### src/rtl/fb_pattern_gen.sv
// Framebuffer test-pattern writer: walks an H_ACTIVE x V_ACTIVE frame in raster
// order and issues one valid/ready write per pixel (solid, bars, checkerboard, ramp).
module fb_pattern_gen #(
    parameter int                  H_ACTIVE    = 640,
    parameter int                  V_ACTIVE    = 400,
    parameter int                  ADDR_W      = 32,
    parameter int                  DATA_W      = 8,
    parameter int                  NBARS       = 3,
    parameter logic [4*DATA_W-1:0] BAR_PALETTE = {8'hFF, 8'h03, 8'h1C, 8'hE0},
    parameter int                  CELL_LOG2   = 4
) (
    input  logic              pclk,
    input  logic              rst_n,
    input  logic              start,
    input  logic              abort,
    input  logic [1:0]        mode,
    input  logic [DATA_W-1:0] fg,
    input  logic [DATA_W-1:0] bg,
    input  logic [ADDR_W-1:0] base_addr,
    input  logic              wr_ready,
    output logic              wr,
    output logic [ADDR_W-1:0] wr_addr,
    output logic [DATA_W-1:0] wr_data,
    output logic              busy,
    output logic              done
);
    localparam int XW   = (H_ACTIVE > 1) ? $clog2(H_ACTIVE) : 1;
    localparam int YW   = (V_ACTIVE > 1) ? $clog2(V_ACTIVE) : 1;
    localparam int BARW = (NBARS > 1) ? $clog2(NBARS) : 1;
    localparam int BW   = H_ACTIVE / NBARS;

    typedef enum logic [1:0] {IDLE, FILL, DONE} state_t;

    state_t            state, state_n;
    logic [XW-1:0]     x, x_n, cnt, cnt_n;
    logic [YW-1:0]     y, y_n;
    logic [ADDR_W-1:0] lin, lin_n;
    logic [BARW-1:0]   bar, bar_n;
    logic [1:0]        mode_l, mode_s;
    logic [DATA_W-1:0] fg_l, bg_l, fg_s, bg_s;
    logic [ADDR_W-1:0] base_l, base_s;
    logic              load, adv;

    function automatic logic [DATA_W-1:0] pix_data(
        input logic [1:0]        m,
        input logic [DATA_W-1:0] fgc,
        input logic [DATA_W-1:0] bgc,
        input logic [XW-1:0]     xv,
        input logic [YW-1:0]     yv,
        input logic [BARW-1:0]   bv,
        input logic [ADDR_W-1:0] lv
    );
        logic [31:0] xe, ye;
        int          idx;
        xe  = 32'(xv);
        ye  = 32'(yv);
        idx = int'(bv) % 4;
        case (m)
            2'd0:    return fgc;
            2'd1:    return BAR_PALETTE[idx*DATA_W +: DATA_W];
            2'd2:    return (xe[CELL_LOG2] ^ ye[CELL_LOG2]) ? bgc : fgc;
            default: return DATA_W'(lv);
        endcase
    endfunction

    always_ff @(posedge pclk or negedge rst_n) begin
        if (!rst_n) state <= IDLE;
        else        state <= state_n;
    end

    // Next-pixel counters; the bar index advances by counting, not dividing.
    always_comb begin
        state_n = state;
        x_n     = x;
        y_n     = y;
        lin_n   = lin;
        bar_n   = bar;
        cnt_n   = cnt;
        load    = 1'b0;
        adv     = 1'b0;
        case (state)
            IDLE: begin
                if (start && !abort) begin
                    state_n = FILL;
                    load    = 1'b1;
                    x_n     = '0;
                    y_n     = '0;
                    lin_n   = '0;
                    bar_n   = '0;
                    cnt_n   = '0;
                end
            end
            FILL: begin
                if (abort) begin
                    state_n = IDLE;
                end else if (wr_ready) begin
                    adv   = 1'b1;
                    lin_n = lin + ADDR_W'(1);
                    if (x == XW'(H_ACTIVE - 1)) begin
                        x_n   = '0;
                        y_n   = y + YW'(1);
                        bar_n = '0;
                        cnt_n = '0;
                        if (y == YW'(V_ACTIVE - 1)) state_n = DONE;
                    end else begin
                        x_n = x + XW'(1);
                        if (bar < BARW'(NBARS - 1) && cnt == XW'(BW - 1)) begin
                            bar_n = bar + BARW'(1);
                            cnt_n = '0;
                        end else begin
                            cnt_n = cnt + XW'(1);
                        end
                    end
                end
            end
            DONE:    state_n = IDLE;
            default: state_n = IDLE;
        endcase
    end

    // On start the pixel-(0,0) word is built from the live inputs being latched.
    assign mode_s = load ? mode      : mode_l;
    assign fg_s   = load ? fg        : fg_l;
    assign bg_s   = load ? bg        : bg_l;
    assign base_s = load ? base_addr : base_l;

    always_ff @(posedge pclk or negedge rst_n) begin
        if (!rst_n) begin
            x       <= '0;
            y       <= '0;
            lin     <= '0;
            bar     <= '0;
            cnt     <= '0;
            mode_l  <= '0;
            fg_l    <= '0;
            bg_l    <= '0;
            base_l  <= '0;
            wr      <= 1'b0;
            wr_addr <= '0;
            wr_data <= '0;
            busy    <= 1'b0;
            done    <= 1'b0;
        end else begin
            x   <= x_n;
            y   <= y_n;
            lin <= lin_n;
            bar <= bar_n;
            cnt <= cnt_n;
            if (load) begin
                mode_l <= mode;
                fg_l   <= fg;
                bg_l   <= bg;
                base_l <= base_addr;
            end
            if (load || adv) begin
                wr_addr <= base_s + lin_n;
                wr_data <= pix_data(mode_s, fg_s, bg_s, x_n, y_n, bar_n, lin_n);
            end
            wr   <= (state_n == FILL);
            busy <= (state_n == FILL);
            done <= (state_n == DONE);
        end
    end
endmodule
### config.mk
export PLATFORM = sky130hd
export DESIGN_NAME = fb_pattern_gen
export DESIGN_NICKNAME = d
export VERILOG_FILES = /design/src/rtl/fb_pattern_gen.sv
export SDC_FILE = /design/constraint.sdc
export NUM_CORES = 1
export LEC_CHECK = 0
export CORE_UTILIZATION = 57
export CTS_CLUSTER_SIZE = 12
export DETAILED_ROUTE_END_ITERATION = 8
export PLACE_DENSITY = 0.78
export SYNTH_ARGS = -nofsm -noshare
export SYNTH_HDL_FRONTEND = slang
export SYNTH_SLANG_ARGS = --single-unit
### constraint.sdc
create_clock -name pclk -period 5.9 [get_ports pclk]
set_input_delay 0.59 -clock pclk [delete_from_list [all_inputs] [get_ports pclk]]
set_output_delay 0.59 -clock pclk [all_outputs]
set_load 0.02 [all_outputs]
# Word-level counts from Yosys, hierarchy flattened
# Index checks and enable logic that the tools add are counted.
# W data, S select, Z words.
[word_totals]
reg_bits = 157
word_cells = 89
out_inout_bits = 43
inputBits = 55
[classes]
addsub = 6
bitwise_logic = 1
mux = 43
order_cmp = 1
shifts = 1
eq_ne = 12
reduce_logical = 9
[ops]
columns = ["op", "n"]
rows = [
  ["$mux W32", 4],
  ["$mux W10", 9],
  ["$pmux W32 S2", 1],
  ["$pmux W10 S2", 2],
  ["$mux W9", 4],
  ["$add A32 B1 Y32 const B", 1],
  ["$add A32 B32 Y32", 1],
  ["$shiftx A32 B6 Y8 const A", 1],
  ["$mux W8", 3],
  ["$pmux W8 S3", 1],
  ["$mux W2", 11],
  ["$add A10 B1 Y10 const B", 2],
  ["$pmux W9 S2", 1],
  ["$eq A10 B10 Y1 const B", 1],
  ["$eq A10 B8 Y1 const B", 1],
  ["$add A9 B1 Y9 const B", 1],
  ["$eq A9 B9 Y1 const B", 1],
  ["$ne A2 B2 Y1 const B", 4],
  ["$pmux W2 S2", 2],
  ["$eq A2 B1 Y1 const B", 3],
  ["$mux W1", 5],
  ["$reduce_and A5 Y1", 1],
  ["$eq A2 B2 Y1 const B", 2],
  ["$logic_not A2 Y1", 2],
  ["other kinds (8)", 9],
]

# Logic depth before layout (Yosys ltp)
# Gate-level depths: netlist (run 1).
[depth]
ltp_word = 9
ltp_mapped = 20
ltp_nobuf = 16

# Worst setup path after synthesis (run 1)
# No wires, ideal clock.
[synth_path]
path_type = "input to register"
from = "input port abort"
to = "register wr_addr[23]"
setup_time_ns = 0.069
slack_ns = 1.106
t_arrival_ns = 4.725
path_buffers = 4
cell_stages = 16
required_time_ns = 5.831
cell_sequence = "nor4b_2 clkbuf_1 clkbuf_1 clkbuf_1 clkbuf_1 nand2_1 nand2_1 ha_1 o21ai_0 o21ai_0 or4b_2 a211o_1 nand2_1 a21oi_1 or4b_2 nand3_1"
[synth_between]
elab_chain_len = 6
elab_cells_between_ends = 12
classes_between = "1 x add/sub; 8 x mux; 3 x reduce/logical"
[synth_rtl]
columns = ["element", "line_no", "rtl"]
rows = [
  ["from (decl)", "15", "input logic abort,"],
  ["$logic_not A1 Y1", "83", "if (start && !abort) begin"],
  ["$logic_and A1 B1 Y1", "83", ""],
  ["$mux W1", "83", ""],
  ["$mux W1", "81", "case (state)"],
  ["$mux W32", "n/a", ""],
  ["via base_s[2]", "41", "logic [ADDR_W-1:0] base_l, base_s;"],
  ["$add A32 B32 Y32", "156", "wr_addr <= base_s + lin_n;"],
  ["to (signal assigned)", "156", ""],
  ["to (decl)", "22", "output logic [ADDR_W-1:0] wr_addr,"],
]
# The timed path passes the listed nets, and every way through them passes these cells.
# A chain may end at the register's enable or synchronous reset.

# Worst setup path in the final report (run 1)
[layout_path]
from = "input port wr_ready"
to = "register wr_addr[23]"
[layout_between]
elab_chain_len = 4
elab_cells_between_ends = 8
classes_between = "1 x add/sub; 6 x mux; 1 x reduce/logical"
[layout_rtl]
columns = ["element", "line_no", "rtl"]
rows = [
  ["from (decl)", "20", "input logic wr_ready,"],
  ["$mux W32", "96", "end else if (wr_ready) begin"],
  ["$mux W32", "94", "if (abort) begin"],
  ["$pmux W32 S2", "81", ""],
  ["via lin_n[10]", "37", "logic [ADDR_W-1:0] lin, lin_n;"],
  ["$add A32 B32 Y32", "156", ""],
]
# The timed path passes the listed nets, and every way through them passes these cells.

==> flow_metrics.tcl, run 1 <==
set metrics [dict create \
    ys.flop_type "dfrtp_1" \
    area_growth_pct 21.0 \
    grtUsageMet1_pct 39.4 \
    cp_max_fo 6 \
    grt_usage_pct 27.2 \
    p_leak_nw 4.78 \
    die_w_um 124 \
    fin_skew_ns 0.0118 \
    grt_start_max_net_pins 95 \
    setup_tns_ns 0 \
    hold_violations 0 \
    grt_pass1_wl_um 32100 \
    r2r-start "state[0]" \
    cts_max_level 4 \
    synth_edf_count 0 \
    clk_pin_slew_ns 0.06 \
    clock_sinks 157 \
    holdBufCountCts 0 \
    syn_inst 948 \
    first_pass_iters 5 \
    synth_area_um2 8500 \
    end_kind "flip-flop" \
    vias 7126 \
    hold_class "in -> async" \
    timing.final.crit_share_pct 85.2 \
    post_cts_buffers 0 \
    r2r_slack_ns 1.17 \
    io-pin-count 98 \
    critPathArrivalTime_ns 5.39 \
    max_freq_mhz 199 \
    clkLatencyLatePin_ns 0.43 \
    cts_buffers 17 \
    synth_cell_types 70 \
    cts_tree "done" \
    status "complete, no violations" \
    synth_nets 1040 \
    dp_hpwl_um 13600 \
    use_met2_pct 41.7 \
    place_congestion 0.953 \
    gr-total-overflow 0 \
    placementRows 44 \
    drtAntennaViolNets 0 \
    die_height_um 124 \
    start_util_pct 58.5 \
    critPathKind "in -> reg" \
    drt-wirelength-per-cell_um 16.1 \
    finalSetupViolCount 0 \
    cts-root-buf "clkbuf_16" \
    first_iter_violations 453 \
    post-route-min-period_ns 5.02 \
    slew_violations 0 \
    final_util_pct 70.8 \
    r2r_end "wr_addr[23]" \
    final_cell_mix "nand2_1 (261), dfrtp_1 (157), clkdlybuf4s50_1 (96)" \
    synth_area_per_cell_um2 8.97 \
    cp.required_ns 6.26 \
    core-area_um2 14500 \
    r2r_cells 14 \
    crit_end "wr_addr[23]" \
    wirelength_um 19800 \
    start_kind "primary input" \
    busiest_layer "met2" \
    clockBufferDepth 2 \
    slew_headroom_pct 38.7 \
    critPathLaunch "wr_ready" \
    final_common_cell "nand2_1" \
    async_reset_ff_share_pct 100 \
    ys_seq_area_share_pct 46.2 \
    ys_warn_count 0 \
    drc 0 \
    first_global_vias 6593 \
    cts_resized 0 \
    synth-seq-cells 157 \
    nets 1125 \
    powerDensity_nw_per_um2 332 \
    antennaDiodeCount 0 \
    grtUsageMet3_pct 5.27 \
    portBuffers 97 \
    die_area_um2 15400 \
    rsz0062_at_grt "false" \
    worst_slew_pin_slew_ns 0.913 \
    antenna_found_initial 0 \
    whs_ns 0.249 \
    drv_cap 0 \
    ir_drop_mv 0.229 \
    drive_gt1_share_pct 5.45 \
    viasPerCell 5.79 \
]
==> Yosys cell counts, types with 4 or more instances <==
cell	instances	area (um2)
o31ai_1	14	105
and4_1	11	96.3
nand4_1	21	131
nand2b_1	7	43.8
mux2i_1	17	170
nor2_1	53	199
a21oi_1	36	180
xnor2_1	12	105
a21o_1	8	60.1
a211oi_1	5	37.5
ha_1	36	450
nor2b_1	4	25.0
nand2_1	262	983
and3_1	10	62.6
o21ai_0	58	290
clkbuf_1	28	105
inv_1	17	63.8
a221o_1	6	60.1
nor4_1	4	25.0
nor3_1	15	75.1
mux2_4	4	60.1
xor2_1	26	228
o21a_1	7	52.6
and2_1	7	43.8
o41ai_1	4	35.0
nand3_1	37	185
dfrtp_1	157	3930
o211ai_1	12	90.1
a31oi_1	4	25.0
buf_1	4	15.0
==> state kept, by name, summed over array words and instances, names as in the netlist <==
register,count
fg_l,8
y,9
mode_l,2
busy,1
wr_data,8
done,1
x,10
wr_addr,32
base_l,32
cnt,10
state,2
bg_l,8
bar,2
lin,32
==> kinds of logic after synthesis <==
logic type	count (synthesis)	synth area share, %
AO/OA/AOI/OAI	186	14.2
buffers and inverters	54	2.63
AND/OR/NAND/NOR	453	24.5
flip-flops	157	46.2
XOR/XNOR	38	3.91
multiplexers	23	2.97
adder cells (fa/ha/maj)	37	5.53
==> metrics by stage <==
| step | instances | total power, mW | worst slack (ns) | instance area, um2 |
|---|---|---|---|---|
| after global routing | 1230 | 3.57 | 0.601 | 10300 |
| final | 1230 | 3.41 | 0.875 | 10300 |
| after detailed placement | 1198 | 2.19 | 0.546 | 9630 |
| after floorplan | 948 | 1.82 | 1.11 | 8500 |
| after global placement | 1198 | 2.18 | 0.607 | 9630 |
| after CTS | 1230 | 3.43 | 0.933 | 10300 |
==> power breakdown <==
group	total [mW]	internal, mW	switching, mW	leakage, nW
combinational	0.842	0.366	0.477	2.40
sequential	1.34	1.25	0.0885	2.06
clock	1.23	0.802	0.432	0.324
==> area by class of cell <==
| cell class | instances | area, um2 |
|---|---|---|
| multi-input combinational | 737 | 4370 |
| fill | 1150 | 4240 |
| tap | 184 | 230 |
| inverter | 17 | 63.8 |
| clock inverter | 12 | 216 |
| clock buffer | 20 | 447 |
| sequential | 157 | 3930 |
| timing repair buffer | 103 | 1030 |
==> worst max-delay path, cell delays in order <==
cell	delay (ns)
clkdlybuf4s50_1	0.67
nand2b_1	0.22
nor3_1	0.51
and4_1	0.32
nand4_1	0.13
nand3_1	0.10
o21ai_0	0.14
ha_1	0.39
and4_1	0.28
nand2_1	0.06
or4b_2	0.67
a211o_1	0.38
nand2_1	0.11
a21oi_1	0.08
or4b_2	0.64
nand3_1	0.08
==> worst min-delay path by stage <==
stage                          to  slack, ns  cells after the start
after floorplan            bar[0]       0.29                      0
after global placement    bg_l[3]       0.45                      2
after detailed placement  fg_l[5]       0.46                      2
after CTS                 bg_l[2]       0.29                      1
after global routing      bg_l[2]       0.33                      1
final                     bg_l[2]       0.25                      1
==> metal layers <==
metal / wire (um) / vias up / part of all wire [%]
met5: 0 / - / 0
met2: 8930 / 149 / 45
met1: 9750 / 3439 / 49
met4: 229 / 0 / 1.2
met3: 845 / 20 / 4.3
li1: - / 3518 / -
Power figures use the tool's default switching activity.
==> run 2, diff against run 1 <==
--- a/config.mk
+++ b/config.mk
@@ -5,6 +5,7 @@
 export SDC_FILE = /design/constraint.sdc
 export NUM_CORES = 1
 export LEC_CHECK = 0
+export CAP_MARGIN = 20
 export CORE_UTILIZATION = 57
 export CTS_CLUSTER_SIZE = 12
 export DETAILED_ROUTE_END_ITERATION = 8
@@ -12,3 +13,4 @@
 export SYNTH_ARGS = -nofsm -noshare
 export SYNTH_HDL_FRONTEND = slang
 export SYNTH_SLANG_ARGS = --single-unit
+export TNS_END_PERCENT = 100
==> results of run 2 <==
The final DEF is identical to that of run 1; final timing and power are the same.
